File: src/rtl/uart_param_txrx.sv
// Full-duplex UART, LSB first, optional even/odd parity, 1-2 stop bits; TX and RX run independently.
// TX accepts tx_start only when idle, with no backpressure. RX pulses rx_valid one cycle after the last stop-bit sample.
module uart_param_txrx #(
  parameter int DATA_W       = 8,
  parameter int CLKS_PER_BIT = 16,
  parameter int PARITY       = 0,
  parameter int STOP_BITS    = 1
) (
  input  logic              clk,
  input  logic              rst,
  input  logic              tx_start,
  input  logic [DATA_W-1:0] tx_data,
  output logic              tx_busy,
  output logic              tx_done,
  output logic              txd,
  input  logic              rxd,
  output logic [DATA_W-1:0] rx_data,
  output logic              rx_valid,
  output logic              rx_parity_err,
  output logic              rx_frame_err
);
  localparam int CW = $clog2(CLKS_PER_BIT);
  localparam logic [CW-1:0] BIT_END   = CW'(CLKS_PER_BIT - 1);
  localparam logic [CW-1:0] HALF_END  = CW'(CLKS_PER_BIT / 2 - 1);
  localparam logic [CW-1:0] CNT_ONE   = CW'(1);
  localparam logic [3:0]    LAST_DATA = 4'(DATA_W - 1);
  localparam logic [3:0]    LAST_STOP = 4'(STOP_BITS - 1);

  localparam logic [2:0] S_IDLE   = 3'd0;
  localparam logic [2:0] S_START  = 3'd1;
  localparam logic [2:0] S_DATA   = 3'd2;
  localparam logic [2:0] S_PARITY = 3'd3;
  localparam logic [2:0] S_STOP   = 3'd4;
  localparam logic [2:0] S_WAIT   = 3'd5;

  logic [2:0]        tx_state_q, tx_state_d;
  logic [CW-1:0]     tx_cnt_q, tx_cnt_d;
  logic [3:0]        tx_bit_q, tx_bit_d;
  logic [DATA_W-1:0] tx_sh_q, tx_sh_d;
  logic              tx_par_q, tx_par_d;
  logic              tx_done_q, tx_done_d;

  always_comb begin
    tx_state_d = tx_state_q;
    tx_cnt_d   = tx_cnt_q;
    tx_bit_d   = tx_bit_q;
    tx_sh_d    = tx_sh_q;
    tx_par_d   = tx_par_q;
    tx_done_d  = 1'b0;
    if (tx_state_q == S_IDLE) begin
      if (tx_start) begin
        tx_state_d = S_START;
        tx_cnt_d   = '0;
        tx_bit_d   = '0;
        tx_sh_d    = tx_data;
        tx_par_d   = (PARITY == 2) ? ~^tx_data : ^tx_data;
      end
    end else if (tx_cnt_q != BIT_END) begin
      tx_cnt_d = tx_cnt_q + CNT_ONE;
    end else begin
      tx_cnt_d = '0;
      case (tx_state_q)
        S_START: tx_state_d = S_DATA;
        S_DATA: begin
          tx_sh_d  = tx_sh_q >> 1;
          tx_bit_d = tx_bit_q + 4'd1;
          if (tx_bit_q == LAST_DATA) begin
            tx_bit_d   = '0;
            tx_state_d = (PARITY != 0) ? S_PARITY : S_STOP;
          end
        end
        S_PARITY: tx_state_d = S_STOP;
        default: begin
          tx_bit_d = tx_bit_q + 4'd1;
          if (tx_bit_q == LAST_STOP) begin
            tx_state_d = S_IDLE;
            tx_done_d  = 1'b1;
          end
        end
      endcase
    end
  end

  always_ff @(posedge clk) begin
    if (rst) begin
      tx_state_q <= S_IDLE;
      tx_cnt_q   <= '0;
      tx_bit_q   <= '0;
      tx_sh_q    <= '0;
      tx_par_q   <= 1'b0;
      tx_done_q  <= 1'b0;
    end else begin
      tx_state_q <= tx_state_d;
      tx_cnt_q   <= tx_cnt_d;
      tx_bit_q   <= tx_bit_d;
      tx_sh_q    <= tx_sh_d;
      tx_par_q   <= tx_par_d;
      tx_done_q  <= tx_done_d;
    end
  end

  always_comb begin
    case (tx_state_q)
      S_START:  txd = 1'b0;
      S_DATA:   txd = tx_sh_q[0];
      S_PARITY: txd = tx_par_q;
      default:  txd = 1'b1;
    endcase
  end

  assign tx_busy = (tx_state_q != S_IDLE);
  assign tx_done = tx_done_q;

  logic              rx_s1_q, rx_s2_q;
  logic [2:0]        rx_state_q, rx_state_d;
  logic [CW-1:0]     rx_cnt_q, rx_cnt_d;
  logic [3:0]        rx_bit_q, rx_bit_d;
  logic [DATA_W-1:0] rx_sh_q, rx_sh_d;
  logic              rx_pacc_q, rx_pacc_d, rx_facc_q, rx_facc_d, rx_fe_now;
  logic [DATA_W-1:0] rx_data_q, rx_data_d;
  logic              rx_valid_q, rx_valid_d, rx_perr_q, rx_perr_d, rx_ferr_q, rx_ferr_d;

  always_comb begin
    rx_state_d = rx_state_q;
    rx_cnt_d   = rx_cnt_q;
    rx_bit_d   = rx_bit_q;
    rx_sh_d    = rx_sh_q;
    rx_pacc_d  = rx_pacc_q;
    rx_facc_d  = rx_facc_q;
    rx_fe_now  = rx_facc_q | ~rx_s2_q;
    rx_data_d  = rx_data_q;
    rx_valid_d = 1'b0;
    rx_perr_d  = rx_perr_q;
    rx_ferr_d  = rx_ferr_q;
    case (rx_state_q)
      S_IDLE: begin
        if (!rx_s2_q) begin
          rx_state_d = S_START;
          rx_cnt_d   = '0;
        end
      end
      // Half a bit into the start bit: a high line here means it was a glitch.
      S_START: begin
        if (rx_cnt_q != HALF_END) begin
          rx_cnt_d = rx_cnt_q + CNT_ONE;
        end else begin
          rx_cnt_d   = '0;
          rx_bit_d   = '0;
          rx_pacc_d  = 1'b0;
          rx_facc_d  = 1'b0;
          rx_state_d = rx_s2_q ? S_IDLE : S_DATA;
        end
      end
      S_WAIT: begin
        if (rx_s2_q) rx_state_d = S_IDLE;
      end
      default: begin
        if (rx_cnt_q != BIT_END) begin
          rx_cnt_d = rx_cnt_q + CNT_ONE;
        end else begin
          rx_cnt_d = '0;
          case (rx_state_q)
            S_DATA: begin
              rx_sh_d  = {rx_s2_q, rx_sh_q[DATA_W-1:1]};
              rx_bit_d = rx_bit_q + 4'd1;
              if (rx_bit_q == LAST_DATA) begin
                rx_bit_d   = '0;
                rx_state_d = (PARITY != 0) ? S_PARITY : S_STOP;
              end
            end
            S_PARITY: begin
              rx_pacc_d  = rx_s2_q ^ ((PARITY == 2) ? ~^rx_sh_q : ^rx_sh_q);
              rx_state_d = S_STOP;
            end
            default: begin
              rx_facc_d = rx_fe_now;
              rx_bit_d  = rx_bit_q + 4'd1;
              if (rx_bit_q == LAST_STOP) begin
                rx_valid_d = 1'b1;
                rx_data_d  = rx_sh_q;
                rx_perr_d  = rx_pacc_q;
                rx_ferr_d  = rx_fe_now;
                rx_state_d = rx_fe_now ? S_WAIT : S_IDLE;
              end
            end
          endcase
        end
      end
    endcase
  end

  always_ff @(posedge clk) begin
    if (rst) begin
      rx_s1_q    <= 1'b1;
      rx_s2_q    <= 1'b1;
      rx_state_q <= S_IDLE;
      rx_cnt_q   <= '0;
      rx_bit_q   <= '0;
      rx_sh_q    <= '0;
      rx_pacc_q  <= 1'b0;
      rx_facc_q  <= 1'b0;
      rx_data_q  <= '0;
      rx_valid_q <= 1'b0;
      rx_perr_q  <= 1'b0;
      rx_ferr_q  <= 1'b0;
    end else begin
      rx_s1_q    <= rxd;
      rx_s2_q    <= rx_s1_q;
      rx_state_q <= rx_state_d;
      rx_cnt_q   <= rx_cnt_d;
      rx_bit_q   <= rx_bit_d;
      rx_sh_q    <= rx_sh_d;
      rx_pacc_q  <= rx_pacc_d;
      rx_facc_q  <= rx_facc_d;
      rx_data_q  <= rx_data_d;
      rx_valid_q <= rx_valid_d;
      rx_perr_q  <= rx_perr_d;
      rx_ferr_q  <= rx_ferr_d;
    end
  end

  assign rx_data       = rx_data_q;
  assign rx_valid      = rx_valid_q;
  assign rx_parity_err = rx_perr_q;
  assign rx_frame_err  = rx_ferr_q;
endmodule

File: config.mk
export PLATFORM = sky130hd
export DESIGN_NAME = uart_param_txrx
export DESIGN_NICKNAME = d
export VERILOG_FILES = /design/src/rtl/uart_param_txrx.sv
export SDC_FILE = /design/constraint.sdc
export NUM_CORES = 1
export LEC_CHECK = 0
export ABC_AREA = 1
export ABC_CLOCK_PERIOD_IN_PS = 2100
export CAP_MARGIN = 10
export CORE_ASPECT_RATIO = 0.7
export CORE_MARGIN = 3
export CORE_UTILIZATION = 45
export CTS_BUF_LIST = sky130_fd_sc_hd__clkbuf_4
export DETAILED_ROUTE_END_ITERATION = 8
export GPL_TIMING_DRIVEN = 0
export MAX_ROUTING_LAYER = met4
export PLACE_DENSITY = 0.65
export SLEW_MARGIN = 20
export SYNTH_ARGS = -nofsm -noshare
export SYNTH_HDL_FRONTEND = slang
export SYNTH_SLANG_ARGS = --single-unit
File: constraint.sdc
create_clock -name clk -period 2.1 [get_ports clk]
set_input_delay 0.21 -clock clk [delete_from_list [all_inputs] [get_ports clk]]
set_output_delay 0.21 -clock clk [all_outputs]
set_load 0.005 [all_outputs]
Word level (Yosys, flattened, before mapping)
Cells that the tools add are included.
Word-level totals
  output and inout bits: 14
  bits of input ports: 12
  logic and storage cells: 128
  flip-flop bits (word level): 55
Operators by class
  mux-type cells: 46
  bitwise operators: 8
  equal/unequal tests: 24
  add/subtract/negate cells: 4
  reduce and logical (&&, ||, !) cells: 28
Operator list (count)
  4-bit 2-to-1 mux: 12
  3-bit 2-to-1 mux: 12
  8-bit 2-to-1 mux: 4
  4-bit case mux with 2 select lines: 3
  4-bit AND reduction: 5
  3-bit case mux with 3 select lines: 2
  4-bit by 1-bit adder with 4-bit output (second input constant): 4
  8-bit XOR reduction: 2
  3-bit by 2-bit == test with 1-bit output (second input constant): 4
  4-bit case mux with 3 select lines: 1
  2-bit != test (second input constant): 5
  3-bit AND reduction: 3
  4-bit by 3-bit == test with 1-bit output (second input constant): 2
  4-bit zero test: 2
  2-bit by 1-bit != test with 1-bit output (second input constant): 4
  4-bit != test (second input constant): 2
  1-bit 2-to-1 mux: 7
  7-bit OR reduction: 1
  3-bit by 1-bit == test with 1-bit output (second input constant): 2
  3-bit zero test: 2
  1-bit inverter: 6
  3-bit case mux with 2 select lines: 1
  6-bit AND reduction: 1
  6-bit nonzero test: 1
  17 further kinds: 22

Logic depth before layout (Yosys ltp)
  depth in word-level cells: 7
  depth in mapped cells: 11
  depth with buffers taken out: 11

Worst setup path before layout
Ideal clock, no wire load.
  path type: register to register
  from: reg rx_bit_q[0]
  to: reg rx_data_q[4] (netlist: rx_data[4])
  slack: 692 ps
  stages on the path, launching flop included: 9
  library setup time: 65 ps
  data arrival time: 1343 ps
  period minus slack after synthesis: 1408 ps
  path buffers: 1
  data required time: 2035 ps
  cell sequence: dfxtp_1 > inv_1 > ha_1 > nor3b_1 > nand4_1 > inv_2 > buf_4 > nor2_1 > nor2_1
On the way
  cells in the longest elaborated chain, start to end: 2
RTL lines
  start, declared: line 117  | logic [3:0] rx_bit_q, rx_bit_d;
  start signal, assigned: line 211  | rx_bit_q <= rx_bit_d;
  4-bit zero test: line 178  | if (rx_bit_q == LAST_STOP) begin
  4-bit AND reduction (no source line)
  end signal, assigned: line 215  | rx_data_q <= rx_data_d;
  end, declared: line 120  | logic [DATA_W-1:0] rx_data_q, rx_data_d;
Every way passes these cells.
A chain may end at the register's enable or synchronous reset.

Worst setup path in the final report
  from: reg tx_state_q[1]
  to: out tx_busy
On the way
  cells in the longest elaborated chain, start to end: 1
RTL lines
  start, declared: line 36  | logic [2:0] tx_state_q, tx_state_d;
  start signal, assigned: line 93  | tx_state_q <= tx_state_d;
  3-bit nonzero test: line 111  | assign tx_busy = (tx_state_q != S_IDLE);
  end, declared: line 13  | output logic tx_busy,
Every way passes these cells.

==> impl_summary.txt <==
----------------------------------------------------
[Yosys]
  Number of storage elements in the synthesis netlist ... 55
  Number of enable flip-flop cells after synthesis ... 0
  Syn. warnings ... 0
  Fraction of synthesized cell area in xor and xnor cells ... 3.50%
  Post-synthesis compound-gate area fraction ... 15.3%
  Dominant synthesized flop cell ... dfxtp_1
  Mapped Avg Cell Area ... 7.05 sq um
  Post-synth design cell area ... 2760 sq um
  Fraction of registers with async set or reset after synthesis ... 0%
  Dominant combinational cell family by area after synthesis ... simple AND/OR/NAND/NOR gates
  Proportion of synthesized area in mux cells ... 0%
  Count of different cell masters after synthesis ... 31
  Post-Syn Nets ... 409
  Sequential element share of the synthesized area ... 40.0%
  Synthesized netlist cell count ... 391
  Area fraction in and, or, nand and nor cells after synthesis ... 30.0%
  Adder-cell share of the synthesized area ... 2.72%

[Timing]
  Final number of hold-violating endpoints ... 0
  Final setup slack of the worst path ... 121 ps
  Slew Viols, Final ... 0
  Setup violators final ... 0
  Setup TNS ... 0 ps
  Worst Tran Pin Value ... 549 ps
  Maximum clock rate ... 0.505 GHz
  Tcrit/Tclk final ... 94.2%
  Final critical-path required period ... 1980 ps
  Clock Skew ... 22.0 ps
  RSZ-0062 raised after global routing ... no
  Worst slack on hold paths ... 411 ps
  Worst max-slew margin expressed relative to the limit ... 63.4%

[Critical path]
  Largest stage delay on the critical path ... 560 ps
  Number of cells on the worst reg-to-reg path ... 8
  Worst r2r src ... rx_bit_q[0]
  Critical Path Stages ... 3
  Startpoint class of the critical path ... flop
  Crit-path cells ... inv_1 -> nand2_2 -> clkdlybuf4s50_1
  CP required ... 1890 ps
  Gate family responsible for the most delay along the worst path ... buffers and inverters
  Worst Path Max Fanout ... 14
  Worst Path Arrival ... 1770 ps
  Type of destination of the critical path ... output port
  CP startpoint ... tx_state_q[1]
  Number of buffers and inverters on the critical path ... 2
  Crit path kind ... flop to output port
  Slowest cell on crit path ... clkdlybuf4s50_1
  R2R setup slack ... 280 ps

[Placed design]
  Placed Area ... 3100 sq um
  HPWL after detailed placement ... 4580 um
  Worst slack, placed ... 95.6 ps
  RD Place Congestion ... 0.858
  Quantity of I/O buffers inserted on ports ... 25

[Clock tree]
  CTS sink count ... 55
  Maximum root-to-sink buffer count ... 2
  TritonCTS clock tree ... yes
  Total CTS buffers ... 5
  Master cell of the clock root buffer ... clkbuf_4
  Total setup buffers inserted after CTS ... 0
  CTS HTree Levels ... 2
  CTS clock-pin slew for the worst setup and hold paths ... 180 ps
  Post-cts hold buffer count ... 0
  Clk_lat worst skew ... 390 ps

[Power and ir drop]
  Maximum VDD drop ... 653 uV
  Static leakage ... 1.39 nW
  PD cells ... 1060 nW/um^2

[Cells and area]
  Fraction of layout cells with a size suffix above 1 ... 10.4%
  Area delta synth->final ... 14.8%
  Number of nets at the end of the flow ... 440
  Final instance area ... 3160 sq um
  Antenna diodes ... 0

[Floorplan]
  Site Rows ... 23
  I/O pin total ... 26
  Die outline height ... 71.5 um
  Initial cell density of the core ... 47.4%
  Chip width ... 99.5 um
  Area of the core region ... 5810 sq um
  Area enclosed by the die boundary ... 7110 sq um

[Job]
  Number of maximum-capacitance constraint violations ... 0

[Route]
  Wirelength per Cell ... 12.1 um
  Count of antenna-violating nets left after detailed routing ... 0
  Via/cell ratio ... 5.00
  Initial DRC Count ... 136
  Via total after detailed routing ... 2,489
  TritonRoute pass-1 iters ... 4
  WL final ... 6040 um
  Post-route DRC violation count ... 0

[Global routing]
  Largest net degree at the start of global routing ... 20
  Number of global-route vias before repair ... 2,246
  Number of antenna violations at the first check in global routing ... 0
  Overall Global Routing Usage ... 18.6%
  Global-route wire length before repair ... 10,500 um
  Total grt overflow ... 0

[Hold path]
  Startpoint of the tightest hold check path ... rx_s1_q
  Hold-critical path depth ... 1
  Worst hold path class ... flop to flop

[Run status]
  Result of the run ... completed

----------------------------------------------------
==> registers in the layout, summed over array words and instances (netlist names) <==
| signal | cells |
|---|---|
| tx_sh_q | 8 |
| tx_state_q | 3 |
| rx_parity_err | 1 |
| tx_par_q | 1 |
| rx_cnt_q | 4 |
| rx_bit_q | 4 |
| rx_pacc_q | 1 |
| rx_data | 8 |
| rx_valid | 1 |
| rx_state_q | 3 |
| rx_s2_q | 1 |
| tx_cnt_q | 4 |
| rx_sh_q | 8 |
| rx_s1_q | 1 |
| tx_done | 1 |
| rx_facc_q | 1 |
| rx_frame_err | 1 |
| tx_bit_q | 4 |
==> cell families (layout without fill, tap and decap cells) <==
kind of cell	count (synthesis)	in the layout
buffers and inverters	59	91
adder cells (fa/ha/maj)	6	6
flip-flops	55	55
AO/OA/AOI/OAI	81	81
AND/OR/NAND/NOR	179	179
XOR/XNOR	11	11
==> what timing repair did <==
item	4_1_cts	5_1_grt
hold endpoints to repair	0	0
endpoints found under the setup margin	2	2
gates resized for setup	4	1
==> through the flow <==
stage / power [mW] / instances / utilization [%]
2_1_floorplan: 2.49 / 391 / -
3_3_place_gp: 2.82 / 491 / 53.3
3_5_place_dp: 2.85 / 491 / 53.3
4_1_cts: 3.36 / 499 / 54.5
5_1_grt: 3.63 / 498 / 54.4
6_report: 3.34 / 498 / 54.4
==> power breakdown <==
group          switching, mW  total (mW)  internal (mW)
registers              0.145        1.34           1.20
logic                  0.978        1.49          0.514
clock network          0.367       0.509          0.143
==> path summary, 6_finish.rpt <==
check          endpoint
max             tx_busy
min reg2reg     rx_s2_q
min             rx_s2_q
max reg2reg  rx_data[5]
==> layout by cell type (no fill, tap or decap), types with 3 or more instances in the layout <==
cell,Yosys,final
clkbuf_1,3,3
nand2_4,3,3
xor2_1,4,4
nand4_1,5,5
nand2_2,6,6
xnor2_1,7,7
o21ai_1,5,5
a31oi_1,7,7
clkbuf_4,0,5
nor2_1,50,49
nor2_4,5,5
o21ai_0,38,38
nand2_1,80,80
clkdlybuf4s50_1,0,24
ha_1,6,6
nand3_1,18,18
inv_2,8,8
dfxtp_1,55,53
inv_1,42,42
nand3_2,4,4
a21oi_1,29,29
==> cell type report <==
class	instances	area, sq um
inverter	50	188
sequential	55	1100
clock buffer	5	37.5
clock inverter	3	26.3
buffer	8	42.5
multi-input combinational	277	1420
fill	587	2650
timing repair buffer	25	249
tap	75	93.8
==> metal layers <==
layer	GRT usage, %	wire length (um)	share of wire [%]	vias to the layer above
met5	-	0	0	-
met1	27.5	3340	55	1122
met3	3.70	296	4.9	7
met2	26.0	2330	39	42
met4	4.55	68	1.1	0
li1	-	-	-	1318
==> synth_stat cells, types with 4 or more instances <==
master | instances | area, sq um
a21oi_1 | 29 | 145
a31oi_1 | 7 | 43.8
dfxtp_1 | 55 | 1100
ha_1 | 6 | 75.1
inv_1 | 42 | 158
inv_2 | 8 | 30.0
nand2_1 | 80 | 300
nand2_2 | 6 | 37.5
nand3_1 | 18 | 90.1
nand3_2 | 4 | 40.0
nand4_1 | 5 | 31.3
nor2_1 | 50 | 188
nor2_4 | 5 | 56.3
o21ai_0 | 38 | 190
o21ai_1 | 5 | 25.0
xnor2_1 | 7 | 61.3
xor2_1 | 4 | 35.0
No activity file was read; power rests on OpenSTA's default activity.
